File: src/rtl/cache_pkg.sv
// Shared encodings for the MSI cache controller: datapath ops, line status
// and the sequencing FSM state.
package cache_pkg;

  typedef enum logic [1:0] {
    P_READ  = 2'b00,
    P_WRITE = 2'b01,
    B_READ  = 2'b10,
    B_WRITE = 2'b11
  } func_e;

  localparam logic [1:0] EXCL = 2'b11;
  localparam logic [1:0] SHRD = 2'b10;
  localparam logic [1:0] INVL = 2'b00;

  typedef enum logic [3:0] {
    S_IDLE,
    S_LOOKUP,
    S_WRITE,
    S_RESP,
    S_WB,
    S_SNOOP,
    S_FILL,
    S_RETRY,
    S_ERR
  } state_e;

endpackage

File: src/rtl/cache_ctrl_bus_txn.sv
// Shared-bus handshake used by both write-back and fill: holds the request
// while active and counts granted cycles that have not yet been acked.
module bus_txn #(
  parameter int BUS_TIMEOUT = 15
) (
  input  logic clk,
  input  logic reset,
  input  logic active,
  input  logic bus_grant,
  input  logic bus_ack,
  output logic bus_req,
  output logic xfer,
  output logic done,
  output logic timeout
);

  logic [7:0] to_cnt_q, to_cnt_d;

  // NOTE: every always_comb output gets a default first so no path leaves it unassigned (no latch).
  always_comb begin
    to_cnt_d = to_cnt_q;
    if (!active) begin
      to_cnt_d = '0;
    end else if (bus_grant && !bus_ack && (to_cnt_q < 8'(BUS_TIMEOUT))) begin
      to_cnt_d = to_cnt_q + 8'd1;
    end
  end

  // NOTE: sequential state uses non-blocking assignments only.
  always_ff @(posedge clk) begin
    if (reset) to_cnt_q <= '0;
    else       to_cnt_q <= to_cnt_d;
  end

  assign bus_req = active;
  assign xfer    = active && bus_grant;
  assign done    = active && bus_grant && bus_ack;
  assign timeout = active && (to_cnt_q == 8'(BUS_TIMEOUT));

endmodule

File: src/rtl/cache_ctrl.sv
// Per-cache sequencing FSM: lookup, optional write-back, peer snoop, bus fill
// and re-lookup, with a sticky error on bus timeout or retry exhaustion.
module cache_ctrl
  import cache_pkg::*;
#(
  parameter int SNOOP_WAIT  = 2,
  parameter int BUS_TIMEOUT = 15,
  parameter int MAX_RETRY   = 2
) (
  input  logic       clk,
  input  logic       reset,
  input  logic       p_req,
  input  logic       p_rw,
  input  logic       read_hit,
  input  logic       write_hit,
  input  logic [1:0] stat,
  input  logic       snoop_hit_in,
  input  logic       bus_grant,
  input  logic       bus_ack,
  output logic [1:0] func,
  output logic       snoop_out,
  output logic       bus_req,
  output logic       p_ready,
  output logic       err
);

  state_e     state_q, state_d;
  logic       rw_q, rw_d;
  logic [2:0] snoop_cnt_q, snoop_cnt_d;
  logic [1:0] retry_cnt_q, retry_cnt_d;
  logic       err_q, err_d;
  func_e      func_c;
  logic       bus_active, bus_xfer, bus_done, bus_timeout;

  // The datapath self-dirties on write hits, so the dirty-hit flag is not needed here.
  logic unused_write_hit;
  assign unused_write_hit = write_hit;

  assign bus_active = (state_q == S_WB) || (state_q == S_FILL);

  bus_txn #(.BUS_TIMEOUT(BUS_TIMEOUT)) u_bus_txn (
    .clk       (clk),
    .reset     (reset),
    .active    (bus_active),
    .bus_grant (bus_grant),
    .bus_ack   (bus_ack),
    .bus_req   (bus_req),
    .xfer      (bus_xfer),
    .done      (bus_done),
    .timeout   (bus_timeout)
  );

  always_comb begin
    state_d     = state_q;
    rw_d        = rw_q;
    snoop_cnt_d = snoop_cnt_q;
    retry_cnt_d = retry_cnt_q;
    func_c      = P_READ;
    snoop_out   = 1'b0;
    p_ready     = 1'b0;
    unique case (state_q)
      S_IDLE: begin
        if (p_req) begin
          rw_d        = p_rw;
          retry_cnt_d = '0;
          state_d     = S_LOOKUP;
        end
      end
      S_LOOKUP: begin
        snoop_cnt_d = '0;
        if (read_hit)          state_d = rw_q ? S_WRITE : S_RESP;
        else if (stat == EXCL) state_d = S_WB;
        else                   state_d = S_SNOOP;
      end
      S_WRITE: begin
        func_c  = P_WRITE;
        state_d = S_RESP;
      end
      S_RESP: begin
        p_ready = 1'b1;
        state_d = S_IDLE;
      end
      S_WB: begin
        snoop_cnt_d = '0;
        if (bus_xfer) func_c = B_WRITE;
        // A transfer still pending at the deadline is abandoned even if acked now.
        if (bus_timeout)   state_d = S_ERR;
        else if (bus_done) state_d = S_SNOOP;
      end
      S_SNOOP: begin
        snoop_out = (snoop_cnt_q == 3'd0);
        if (snoop_hit_in)                          state_d = S_RETRY;
        else if (snoop_cnt_q >= 3'(SNOOP_WAIT))    state_d = S_FILL;
        else                                       snoop_cnt_d = snoop_cnt_q + 3'd1;
      end
      S_FILL: begin
        if (bus_xfer) func_c = B_READ;
        if (bus_timeout)   state_d = S_ERR;
        else if (bus_done) state_d = S_RETRY;
      end
      S_RETRY: begin
        if (retry_cnt_q >= 2'(MAX_RETRY)) begin
          state_d = S_ERR;
        end else begin
          retry_cnt_d = retry_cnt_q + 2'd1;
          state_d     = S_LOOKUP;
        end
      end
      S_ERR: begin
        p_ready = 1'b1;
        state_d = S_IDLE;
      end
      default: state_d = S_IDLE;
    endcase
    err_d = err_q || (state_d == S_ERR);
  end

  always_ff @(posedge clk) begin
    if (reset) begin
      state_q     <= S_IDLE;
      rw_q        <= 1'b0;
      snoop_cnt_q <= '0;
      retry_cnt_q <= '0;
      err_q       <= 1'b0;
    end else begin
      state_q     <= state_d;
      rw_q        <= rw_d;
      snoop_cnt_q <= snoop_cnt_d;
      retry_cnt_q <= retry_cnt_d;
      err_q       <= err_d;
    end
  end

  assign func = func_c;
  assign err  = err_q;

endmodule
File: config.mk
export PLATFORM = sky130hd
export DESIGN_NAME = cache_ctrl
export DESIGN_NICKNAME = d
export VERILOG_FILES = /design/src/rtl/cache_pkg.sv /design/src/rtl/cache_ctrl_bus_txn.sv /design/src/rtl/cache_ctrl.sv
export SDC_FILE = /design/constraint.sdc
export NUM_CORES = 1
export LEC_CHECK = 0
export CORE_UTILIZATION = 45
export CTS_CLUSTER_DIAMETER = 150
export DETAILED_ROUTE_END_ITERATION = 10
export GPL_TIMING_DRIVEN = 1
export HOLD_SLACK_MARGIN = 0.1
export PLACE_DENSITY = 0.69
export SYNTH_ARGS = -nofsm -noshare
export SYNTH_HDL_FRONTEND = slang
export SYNTH_SLANG_ARGS = --single-unit
File: constraint.sdc
create_clock -name clk -period 1.7 [get_ports clk]
set_input_delay 0.255 -clock clk [delete_from_list [all_inputs] [get_ports clk]]
set_output_delay 0.255 -clock clk [all_outputs]
set_load 0.02 [all_outputs]
* After elaboration in Yosys (flattened, before gate mapping)
Index checks and enable logic that the tools add are counted.
** Word-level totals
- Register bits :: 19
- Input bits :: 11
- Output and inout bits :: 6
- Word-level logic and storage cells :: 69
** Cells by class
- Add/sub/neg operators :: 3
- Magnitude comparators :: 3
- Equal/unequal tests :: 15
- Multiplexer cells :: 23
- Bitwise gates (word level) :: 1
- Reductions and logical operators :: 18
** Operators with widths (count)
- $mux W4 :: 8
- $pmux W4 S7 :: 1
- $eq A4 B3 Y1 const B :: 4
- $mux W3 :: 3
- $add A8 B1 Y8 const B :: 1
- $eq A4 B2 Y1 const B :: 2
- $eq A4 B4 Y1 const B :: 2
- $eq A8 B4 Y1 const B :: 1
- $lt A8 B4 Y1 const B :: 1
- $mux W2 :: 4
- $ne A2 B2 Y1 const B :: 4
- $pmux W2 S3 :: 1
- $pmux W3 S2 :: 1
- $reduce_and A3 Y1 :: 2
- $reduce_or A2 Y1 :: 3
- $logic_and A1 B1 Y1 :: 5
- $eq A4 B1 Y1 const B :: 1
- $logic_not A4 Y1 :: 1
- $mux W1 :: 4
- $pmux W2 S2 :: 1
- $reduce_bool A2 Y1 :: 2
- $add A3 B1 Y3 const B :: 1
- $ge A3 B2 Y1 const B :: 1
- $logic_not A3 Y1 :: 1
- 7 further kinds :: 8

* Logic depth before layout (Yosys ltp)
- Depth in word-level cells :: 9
- Mapped depth :: 6
- Depth with buffers taken out :: 6

* By module
From an unflattened synthesis, not the netlist that was laid out.
** Second synthesis, totals
- Cells, all modules :: 126
- Area total of the unflattened synthesis :: 1079.8 µm²
** By module, submodules not included
- cache_ctrl :: times used 1, cells an instance 85, area each 689.4 µm², sequential area each 220.2 µm²
- bus_txn :: times used 1, cells an instance 41, area each 390.4 µm², sequential area each 160.2 µm²

* Least setup slack after synthesis
No wires, ideal clock.
- Path kind :: reg-to-output
- From :: reg state_q[3]
- To :: out snoop_out
- Data arrival time :: 1204 ps
- Required time :: 1445 ps
- Slack :: 241 ps
- Stages on the path, launching flop included :: 4
- Buffers on the path :: 1
- Cell sequence :: dfxtp_1 -> buf_2 -> nand4bb_1 -> nor3b_1
** On the way
- Longest elaborated chain between the ends :: 2
** RTL lines
- from (decl) :: RTL line cache_ctrl.sv:27 : state_e state_q, state_d;
- from (signal assigned) :: RTL line cache_ctrl.sv:126 : state_q <= state_d;
- $eq A4 B3 Y1 :: RTL line cache_ctrl.sv:61 : unique case (state_q)
- $mux W1 :: RTL line cache_ctrl.sv:61
- to (decl) :: RTL line cache_ctrl.sv:21 : output logic snoop_out,
No other way between the ends.

* Worst setup path in the final report
- From :: reg state_q[1]
- To :: out snoop_out
The elaborated chain is that of the path after synthesis.

==> out/qor.yml <==
drt:
  drc: 0
  dr.pass1.iters: 4
  routed_via_density: 5.26
  drt-initial-drc-count: 8
  postRouteAntennaNets: 0
  num_vias: 967
  wl_per_cell_um: 12.0
  drt-total-wl_um: 2210
setup_path:
  slowest_stage: "dfxtp_2"
  max_stage_delay_ns: 0.37
  worstSetupEndpointType: "output port"
  crit_path_end: "snoop_out"
  crit_fanout: 6
  critPathBufInv: 1
  r2r_end: "snoop_cnt_q[0]$_SDFFE_PP0P_"
  cp_top_family: "simple AND/OR/NAND/NOR gates"
  path_depth: 3
  r2r_slack_ns: 0.17
  path_class: "flop to output port"
  reg2reg_from: "snoop_cnt_q[0]$_SDFFE_PP0P_"
  cp.arrival_ns: 1.38
  crit_start: "state_q[1]$_SDFF_PP0_"
  worstPathRequired_ns: 1.44
  path_cells: "nand4bb_1 > nor3b_2 > clkdlybuf4s15_2"
  cp-start-kind: "flop"
  worstRegToRegCells: 6
cells_and_area:
  multiInputGateArea_um2: 654
  fillers: 217
  layout_common_cells: "buf_4, nor2_1, dfxtp_1"
  syn_to_final_growth_pct: 27.9
  diodes: 0
  fin_nets: 173
  regArea_um2: 387
  final_common_cell: "buf_4"
  drive_gt1_frac: 0.256
synth:
  avgSynthCellArea_um2: 8.66
  ys_types: 41
  ys_seq_area_frac: 0.351
  synth.net_count: 141
  ys_top_cells_by_area: "dfxtp_1, a21oi_1, ha_1"
  async_flop_share: 0
  synth_cells: 125
  synth_area_leader_cell: "dfxtp_1"
  yosys_warnings: 0
  synth_top_area_share: 0.351
  ys_seq_elements: 19
  synth_edf_count: 0
  synth_flop_cell: "dfxtp_1"
  synth_area_mm2: 0.00108
global_route:
  antenna_found_initial: 0
  grt_pass1_wl_um: 3660
  gr-total-overflow: 0
  top_usage_layer: "met2"
  use_met3: 0.0357
  grt.met2_usage: 0.331
  grt_pass1_vias: 926
  grt_max_degree: 11
  track_usage: 0.190
  use_met1: 0.217
timing:
  slew_headroom: 0.784
  setup_ws_ns: 0.0699
  worst_slew_pin_slew_ns: 0.321
  grt_setup_unrepaired: "no"
  setup-tns-final_ns: 0
  max_freq_mhz: 613
  maxSlewViolCount: 0
  hold_viol: 0
  finClkSkew_ns: 0.0125
  finalCritPeriodShare: 0.959
  finalSetupViolations: 0
  min_period_ns: 1.63
pwr:
  totalPowerFinal_uw: 955
  powerDensity_mw_per_mm2: 690
  p_leak_uw: 0.000545
  ir_worst_vdd_mv: 0.458
floorplan:
  num_rows: 17
  die_area_mm2: 0.00261
  start_util: 0.485
  chipHeight_um: 51.0
  die_x_um: 51.0
  ios: 17
  coreArea_mm2: 0.00223
clock_network:
  htree_levels: 1
  cts_resized: 9
  clk_latency_ns: 0.30
  cts_tree: "done"
  post_cts_buffers: 0
  cts.sinks: 19
  cts.path.max_buffers: 2
  clockRootBuffer: "clkbuf_4"
  cts_made_buffers: 3
  hold_buffers: 0
  cts.clk_slew.worst_paths_ns: 0.11
placement:
  io_buffers: 15
  hpwl_um: 1720
  place_ws_ns: -0.276
  gp_congestion: 0.744
hold_path:
  hold_class: "flop to flop"
flow_run:
  drv_cap: 0
outcome:
  status: "complete, no violations"
## logic make-up after synthesis
kind of cell    after synthesis  share of synthesized area
buf+inv                      11                     0.0566
simple gates                 60                      0.346
flops                        19                      0.351
xor+xnor                      3                     0.0243
compound gates               24                      0.136
fa+ha+maj                     5                     0.0578
mux                           3                     0.0277
## registers in the layout (all words and copies together) (netlist names)
register / cells
retry_cnt_q: 2
state_q: 4
rw_q: 1
err: 1
u_bus_txn.to_cnt_q: 8
snoop_cnt_q: 3
## per-stage QoR
stage	utilization	hold slack (ns)	instance area, um2	instances
final	0.620	0.457	1380	184
after floorplan	-	0.399	1080	125
after detailed placement	0.607	0.446	1360	180
after global placement	0.607	0.434	1360	180
after global routing	0.620	0.481	1380	184
after CTS	0.618	0.462	1380	184
## layout make-up
type | instances | share of cell area
well taps | 28 | 0.0253
flip-flops and latches | 19 | 0.279
multi-input cells | 95 | 0.473
inverters | 6 | 0.0163
clock buffers | 4 | 0.0190
repair buffers | 32 | 0.187
## worst min-delay path, stage by stage (launching register included)
cell and delay, ns:
dfxtp_1 0.33, inv_1 0.05, a21oi_1 0.05
## Yosys cell counts, types with 2 or more instances
cell      instances
nand3_1           4
nor2_1           15
nor3_1            3
nor2b_1           2
nand3b_1          3
xor2_1            3
nand2_1           7
ha_1              5
o21ai_0           3
a211o_1           2
mux2i_1           3
nand2b_1          4
buf_2             2
inv_1             6
dfxtp_1          19
and2_1            5
or3_1             3
a21oi_1          13
## power breakdown
part	leakage, uW	total [uW]	internal (uW)	switching [uW]
Clock	0.0000150	229	91.5	138
Combinational	0.000374	249	130	118
Sequential	0.000156	477	459	17.2
## metal layers
layer  vias to the layer above  wire length [um]
li1                        496                 -
met1                       453              1030
met2                        13              1090
met3                         5                55
met4                         0                41
met5                         -                 0
## worst min path at each step
stage                   startpoint                 to  slack, ns  cells past startpoint
finish              err$_SDFF_PP0_     err$_SDFF_PP0_       0.46                      2
global route        err$_SDFF_PP0_     err$_SDFF_PP0_       0.48                      2
CTS                 err$_SDFF_PP0_     err$_SDFF_PP0_       0.46                      2
detailed placement  err$_SDFF_PP0_     err$_SDFF_PP0_       0.45                      2
global placement    err$_SDFF_PP0_     err$_SDFF_PP0_       0.43                      2
floorplan                     p_rw  rw_q$_SDFFE_PP0P_       0.40                      2
Note: power is estimated with default switching activity, not from simulation.
==> edit, RTL diff (config.mk and constraints unchanged) <==
Reset style: asynchronous (`reset`), changed in 2 clocked blocks.
--- a/src/rtl/cache_ctrl_bus_txn.sv
+++ b/src/rtl/cache_ctrl_bus_txn.sv
@@ -27,7 +27,7 @@
   end
 
   // NOTE: sequential state uses non-blocking assignments only.
-  always_ff @(posedge clk) begin
+  always_ff @(posedge clk or posedge reset) begin
     if (reset) to_cnt_q <= '0;
     else       to_cnt_q <= to_cnt_d;
   end
--- a/src/rtl/cache_ctrl.sv
+++ b/src/rtl/cache_ctrl.sv
@@ -115,7 +115,7 @@
     err_d = err_q || (state_d == S_ERR);
   end
 
-  always_ff @(posedge clk) begin
+  always_ff @(posedge clk or posedge reset) begin
     if (reset) begin
       state_q     <= S_IDLE;
       rw_q        <= 1'b0;
Behaviour: differs if reset is asserted again (counterexample within 4 cycles, from zero or initial values and one cycle with reset high); with reset held inactive, the same outputs for 10 cycles.
==> edit against the unedited design <==
  * Register-to-register slack worse by 0.10 ns
  * Area after synthesis down 0.35%
  * Cell area up 0.90%
  * Sequential cell count unchanged
  * Final cell count down 6.0%
  * Largest cell class unchanged
  * Routed wire length down 1.4%
  * Non-clock buffer count up 1
  * Setup slack worse by 0.0022 ns
  * Sequential share of layout area up 6.2 points
  * Maximum frequency down 0.13%
  * Synthesized cell count down 10%
Power is not compared: it rests on default switching activity, and its combinational part moved more than twofold at a synthesized area within 25%.
==> edit: results (changes against the unedited design) <==
DP Worst Slack: -0.4860 ns (-0.2105 ns)
Sequential Area: 476.7 sq um (+23%)
Async S/R FF share, synth: 1.000 (+1.000)
Syn_area_per_cell: 9.630 sq um (+11%)
Dpl cell area: 0.001374 sq mm (+1.3%)
Routed wl met3: 56 um (+1.8%)
Worst R2R End: snoop_cnt_q[1]
Multi-input combinational cell area: 574.3 sq um (-12%)
Tapcell Cnt: 28 (unchanged)
Synth cell types: 37 (-9.8%)
Critical path class: reg -> reg
Min-Delay Path Class: in -> async
Tmin final: 1.632 ns (+0.002178 ns)
Initial antenna violation count: 0 (unchanged)
Int Pwr: 0.001139 W
Non-clk buf share: 0.1873 (about the same)
Wl on met1: 1.066 mm (+4.0%)
Crit-path slowest cell: or4_4
Hpwl dp: 1.708 mm (-0.80%)
CTS Buffer Depth: 2 (unchanged)
CP max stage delay: 0.44 ns (+0.07 ns)
CTS root buffer: clkbuf_4
Largest net degree at the start of global routing: 20 (+9)
# fillers: 202 (-6.9%)
Final Non-Filler Cells: 173 (-6.0%)
FF-to-FF Start: snoop_cnt_q[0]
Total number of vias: 921 (-4.8%)
GRT met1 Usage: 0.2813 (+0.06416)
Vias in the first global route: 876 (-5.4%)
CP top delay family: simple AND/OR/NAND/NOR gates
Hold Slack: 0.2727 ns (-0.1841 ns)
Total track usage: 0.1995 (+0.009878)
Syn_nets: 128 (-9.2%)
Max Fanout on Critical Path: 3 (-3)
Max_slew headroom: 0.7915 (+0.007588)
Nets: 162 (-6.4%)
Outcome: complete, no violations
Final clock-cell share: 0.01882 (-0.0001701)
Seq/total area: 0.3414 (+0.06201)
M3 GR Usage: 0.02679 (-0.008929)
Synth area leaders: dfrtp_1 (44%), ha_1 (5.8%), o21ai_0 (4.2%)
Layout cell share with drive strength beyond 1: 0.2690 (+0.01256)
Drt first-iter violations: 12 (+4)
Setup skew after layout: 0.0002742 ns (-0.01222 ns)
Final wirelength: 2.182 mm (-1.4%)
Wire length on met2: 1.048 mm (-3.9%)
Buffers, non-clock: 33 (+3.1%)
Pwr top: combinational logic
GP Congestion: 0.7870 (+5.8%)
Global-route wire length before repair: 3.905 mm (+6.6%)
Multi-Input Combinational: 83 (-13%)
Drt first pass iters: 4 (unchanged)
Share of the yosys chip area belonging to registers: 0.4408 (+0.08939)
Worst Path Arrival: 1.85 ns (+0.47 ns)
Most frequent cells after synthesis: dfrtp_1 (19), nand2_1 (10), o21ai_0 (9), nor2_1 (8)
Setup slack, reg-to-reg: 0.07 ns (-0.10 ns)
Grt met2 use: 0.3202 (-0.01096)
-- edit: cell types whose count changed in the layout (fill, tap and decap cells not counted), moves of 3 or more --
cell | unedited run | this run
a21oi_1 | 13 | 6
o21ai_0 | 3 | 6
dfrtp_1 | 0 | 18
clkbuf_2 | 4 | 0
dfxtp_1 | 14 | 0
buf_2 | 0 | 4
nor2_1 | 15 | 7
nand2_1 | 7 | 10
dfxtp_2 | 5 | 0
-- edit: cells by family (layout without fill, tap and decap cells) --
| logic type | count (synthesis) | in the layout | share of synthesized area |
|---|---|---|---|
| simple gates | 50 | 50 | 0.2912 |
| compound gates | 23 | 23 | 0.1253 |
| flops | 19 | 19 | 0.4408 |
| buf+inv | 10 | 43 | 0.03712 |
| fa+ha+maj | 5 | 5 | 0.05800 |
| mux | 4 | 4 | 0.03944 |
| xor+xnor | 1 | 1 | 0.008122 |
-- edit: timing repair --
item                       CTS  global route
setup buffers                0             1
setup endpoints to repair    6             5
gates resized for setup     24             7
pin swaps                    0             3
hold endpoints to repair     0             0
